[src/rtl/sha256_id_buf_pkg.sv]
// Shared parameters, entry payload type and elaboration helpers for the SHA-256 ID buffer.
package sha256_id_buf_pkg;

   localparam int unsigned ID_W_DEF  = 6;
   localparam int unsigned DEPTH_DEF = 8;

   typedef struct packed {
      logic [ID_W_DEF-1:0] id;
      logic                last;
   } id_entry_t;

   function automatic bit is_pow2(input int unsigned v);
      return (v != 0) && ((v & (v - 1)) == 0);
   endfunction

endpackage

[src/rtl/sha256_id_fifo.sv]
// Storage and pointer bookkeeping for the ID buffer: extra-MSB pointers, unreset data array.
module sha256_id_fifo
   import sha256_id_buf_pkg::*;
#(
   parameter int unsigned W     = $bits(id_entry_t),
   parameter int unsigned DEPTH = DEPTH_DEF
) (
   input  logic         clk,
   input  logic         nrst,
   input  logic         clr,
   input  logic         push,
   input  logic         pop,
   input  logic [W-1:0] wdata,
   output logic [W-1:0] rdata,
   output logic         full,
   output logic         empty
);

   localparam int unsigned AW = $clog2(DEPTH);
   localparam int unsigned PW = AW + 1;

   logic [W-1:0]  mem [DEPTH];
   logic [PW-1:0] wr_ptr;
   logic [PW-1:0] rd_ptr;

   // Pointers wrap modulo 2*DEPTH so full and empty stay distinguishable.
   always_ff @(posedge clk or negedge nrst) begin
      if (!nrst) begin
         wr_ptr <= '0;
         rd_ptr <= '0;
      end else if (clr) begin
         wr_ptr <= '0;
         rd_ptr <= '0;
      end else begin
         if (push) wr_ptr <= wr_ptr + PW'(1);
         if (pop)  rd_ptr <= rd_ptr + PW'(1);
      end
   end

   always_ff @(posedge clk) begin
      if (push) mem[wr_ptr[AW-1:0]] <= wdata;
   end

   assign rdata = mem[rd_ptr[AW-1:0]];
   assign empty = (wr_ptr == rd_ptr);
   assign full  = (wr_ptr[PW-1] != rd_ptr[PW-1]) && (wr_ptr[AW-1:0] == rd_ptr[AW-1:0]);

endmodule

[src/rtl/sha256_id_buf.sv]
// In-order ID buffer with enable/sync-clear gating and a status register of the last popped ID.
module sha256_id_buf
   import sha256_id_buf_pkg::*;
#(
   parameter int unsigned ID_W  = ID_W_DEF,
   parameter int unsigned DEPTH = DEPTH_DEF
) (
   input  logic            clk,
   input  logic            nrst,
   input  logic            en,
   input  logic            sync_rst,
   input  logic [ID_W-1:0] id_in,
   input  logic            id_in_last,
   input  logic            id_in_valid,
   output logic            id_in_ready,
   output logic [ID_W-1:0] id_out,
   output logic            id_out_last,
   output logic            id_out_valid,
   input  logic            id_out_ready,
   output logic [ID_W-1:0] status_id
);

   localparam int unsigned ENT_W = ID_W + 1;

   if (DEPTH < 2 || !is_pow2(DEPTH)) begin : g_bad_depth
      $error("sha256_id_buf: DEPTH must be a power of two and at least 2");
   end

   logic             full;
   logic             empty;
   logic             push;
   logic             pop;
   logic [ENT_W-1:0] wr_ent;
   logic [ENT_W-1:0] rd_ent;

   // Handshakes are qualified by enable and blocked during a synchronous clear.
   assign id_in_ready  = en & ~full  & ~sync_rst;
   assign id_out_valid = en & ~empty & ~sync_rst;
   assign push         = id_in_valid  & id_in_ready;
   assign pop          = id_out_valid & id_out_ready;

   assign wr_ent      = {id_in, id_in_last};
   assign id_out      = rd_ent[ENT_W-1:1];
   assign id_out_last = rd_ent[0];

   sha256_id_fifo #(
      .W     (ENT_W),
      .DEPTH (DEPTH)
   ) u_fifo (
      .clk   (clk),
      .nrst  (nrst),
      .clr   (sync_rst),
      .push  (push),
      .pop   (pop),
      .wdata (wr_ent),
      .rdata (rd_ent),
      .full  (full),
      .empty (empty)
   );

   always_ff @(posedge clk or negedge nrst) begin
      if (!nrst)         status_id <= '0;
      else if (sync_rst) status_id <= '0;
      else if (pop)      status_id <= id_out;
   end

endmodule

[config.mk]
export PLATFORM = sky130hd
export DESIGN_NAME = sha256_id_buf
export DESIGN_NICKNAME = d
export VERILOG_FILES = /design/src/rtl/sha256_id_buf_pkg.sv /design/src/rtl/sha256_id_fifo.sv /design/src/rtl/sha256_id_buf.sv
export SDC_FILE = /design/constraint.sdc
export NUM_CORES = 1
export LEC_CHECK = 0
export CAP_MARGIN = 20
export CELL_PAD_IN_SITES_DETAIL_PLACEMENT = 2
export CELL_PAD_IN_SITES_GLOBAL_PLACEMENT = 2
export CORE_UTILIZATION = 53
export CTS_BUF_LIST = sky130_fd_sc_hd__clkbuf_4 sky130_fd_sc_hd__clkbuf_8
export DETAILED_ROUTE_END_ITERATION = 8
export DONT_BUFFER_PORTS = 1
export PLACE_DENSITY = 0.92
export SYNTH_ARGS = -nofsm -noshare
export SYNTH_HDL_FRONTEND = slang
export SYNTH_SLANG_ARGS = --single-unit
[constraint.sdc]
create_clock -name clk -period 6 [get_ports clk]
set_input_delay 1.2 -clock clk [delete_from_list [all_inputs] [get_ports clk]]
set_output_delay 1.2 -clock clk [all_outputs]
set_load 0.05 [all_outputs]
==> impl_metrics.tcl <==
set metrics [dict create \
    dp_slack_ps 2410 \
    yosysWarnings 0 \
    max_slew_margin_pct 19.9 \
    switchingPower_mw 0.220 \
    drc 0 \
    seqPwrFrac_pct 52.2 \
    cts_buffer_depth 2 \
    r2r_start "u_fifo.rd_ptr[0]" \
    layout_worst_path_cycle_share_pct 64.3 \
    cts_root_buf "clkbuf_8" \
    tightest_slew_ps 1190 \
    clkPwrFrac_pct 43.4 \
    cts_setup_buffers 0 \
    cts_tree "built" \
    synthTopCellsByArea "edfxtp_1 57%, mux4_1 12%, dfrtp_1 12%" \
    syn_nets 185 \
    max_freq_ghz 0.259 \
    clock_latency_ps 340 \
    p_sw_share_pct 21.2 \
    r2r_cells 4 \
    first_pass_iters 4 \
    track_usage_pct 26.2 \
    setup_violations 0 \
    synthArstFlopShare_pct 20.0 \
    intPower_mw 0.818 \
    period_minus_slack_ps 3860 \
    hold_class "in2async" \
    timing.final.ws_setup_ps 2140 \
    n_antenna_cell 0 \
    viasPerCell 6.23 \
    vdd_drop_max_mv 0.352 \
    coreArea_um2 5240 \
    drv_cap 0 \
    clk_transition_reported_paths_ps 80 \
    drtAntennaViolNets 0 \
    cp.required_ps 4800 \
    antenna_found_initial 0 \
    synthFlopType "edfxtp_1" \
    wl_per_cell_um 27.8 \
    syn_to_final_growth_pct 9.52 \
    layout_commonest_cell "edfxtp_1" \
    critPathKind "reg2out" \
    pin_count 28 \
    die_area_um2 5910 \
    endpoint_kind "output pin" \
    synth.yosys.seq_area_share_pct 68.4 \
    cp.arrival_ps 2660 \
    h-tree-depth 3 \
    vias 1552 \
    synthCells 170 \
    rsz0062_at_grt "false" \
    clkSinkCount 70 \
    routed_wl_um 6920 \
    holdBufCountCts 0 \
    start_util_pct 56.7 \
    rows 26 \
    cp-start-kind "register" \
    worst-r2r-setup-slack_ps 2740 \
    synth_top_area_share_pct 56.6 \
    numPortBuffers 0 \
    drt_iter0_drc 105 \
    syn_area_um2 2970 \
    setup_tns_ps 0 \
    avgSynthCellArea_um2 17.5 \
    num-nets-final 189 \
    mostFrequentLayoutCells "56 x edfxtp_1, 14 x mux4_1, 14 x dfrtp_1" \
    place_congestion 0.759 \
    leakagePower_nw 1.14 \
    yosysUniqueCellTypes 31 \
    ys_seq_elements 70 \
    path_max_fanout 19 \
    dieWidth_um 76.9 \
    grt_max_degree 20 \
    yosysTopAreaCell "edfxtp_1" \
    synth-edff-count 56 \
    dp_hpwl_um 4550 \
    overflow 0 \
    powerDensity_nw_per_um2 319 \
    final-hold-violation-count 0 \
    post_cts_resized 0 \
    combPwrFrac_pct 4.4 \
    grt_pass1_vias 1761 \
    r2r-end "u_fifo.mem[2][2]" \
    drive_above_1_share_pct 15.6 \
    run_status "finished, final reports clean" \
    die_h_um 76.9 \
    grt_first_pass_wirelength_um 10600 \
    final_max_slew_viol_count 0 \
    cts_buffers 9 \
    finalClockSkew_ps 10.3 \
]
-- power groups by stage --
stage	clock, mW	sequential (mW)	combinational (mW)
after global placement	0	0.552	0.0421
after floorplan	0	0.548	0.0424
final	0.451	0.542	0.0457
after global routing	0.474	0.543	0.0485
after CTS	0.456	0.542	0.0459
after detailed placement	0	0.553	0.0453
-- worst max path at each step --
stage / startpoint / endpoint / slack [ps] / depth (start not counted)
finish: u_fifo.rd_ptr[0] / id_out_valid / 2140 / 3
global route: u_fifo.rd_ptr[0] / id_out_valid / 2030 / 3
CTS: u_fifo.rd_ptr[0] / id_out_valid / 2120 / 3
detailed placement: sync_rst / id_in_ready / 2410 / 3
global placement: sync_rst / id_in_ready / 2480 / 3
floorplan: sync_rst / id_in_ready / 2340 / 4
-- sequential cells by signal, indices dropped and copies added (netlist names) --
signal         flops
u_fifo.mem        56
status_id          6
u_fifo.wr_ptr      4
u_fifo.rd_ptr      4
-- logic make-up (layout without fill, tap and decap cells) --
kind of cell             count (synthesis)  in the layout  share of synthesized area [%]
adder cells (fa/ha/maj)                  2              2                          0.842
multiplexers                            28             28                           17.6
flip-flops                              70             70                           68.4
buffers and inverters                   11             20                           2.15
AO/OA/AOI/OAI                           11             11                           2.48
XOR/XNOR                                 5              5                           1.47
AND/OR/NAND/NOR                         43             43                           7.12
-- Yosys cell counts (all sizes together) (4+ instances only) --
| library cell | count |
|---|---|
| nand2 | 10 |
| xnor2 | 4 |
| dfrtp | 14 |
| nor2b | 4 |
| nor3 | 8 |
| mux4 | 14 |
| buf | 4 |
| edfxtp | 56 |
| clkbuf | 5 |
| mux2 | 11 |
| nor2 | 9 |
-- layer usage --
layer / part of all wire, % / GRT usage (%)
met1: 40 / 31.1
met2: 54 / 45.4
met3: 4.3 / 5.00
met4: 2.2 / 13.5
met5: 0 / 0
-- critical path, stage by stage, from the launching register on --
cell,delay (ps)
dfrtp_1,940
xnor2_1,300
and4_1,380
nor2_1,700
-- area by class of cell --
class / count / area, um^2
multi-input combinational: 89 / 876
timing repair buffer: 2 / 15.0
clock buffer: 9 / 124
sequential: 70 / 2030
fill: 402 / 1980
tap: 70 / 87.6
inverter: 2 / 7.51
clock inverter: 7 / 113
-- stage by stage --
stage	hold WS, ps	cells	power [mW]	area, um^2	utilization [%]
6_report	540	249	1.04	3250	62.1
5_1_grt	527	249	1.06	3250	62.1
4_1_cts	522	249	1.04	3250	62.1
3_5_place_dp	550	233	0.598	3020	57.6
3_3_place_gp	529	233	0.594	3020	57.6
2_1_floorplan	503	170	0.591	2970	-
No activity file was read; power rests on OpenSTA's default activity.
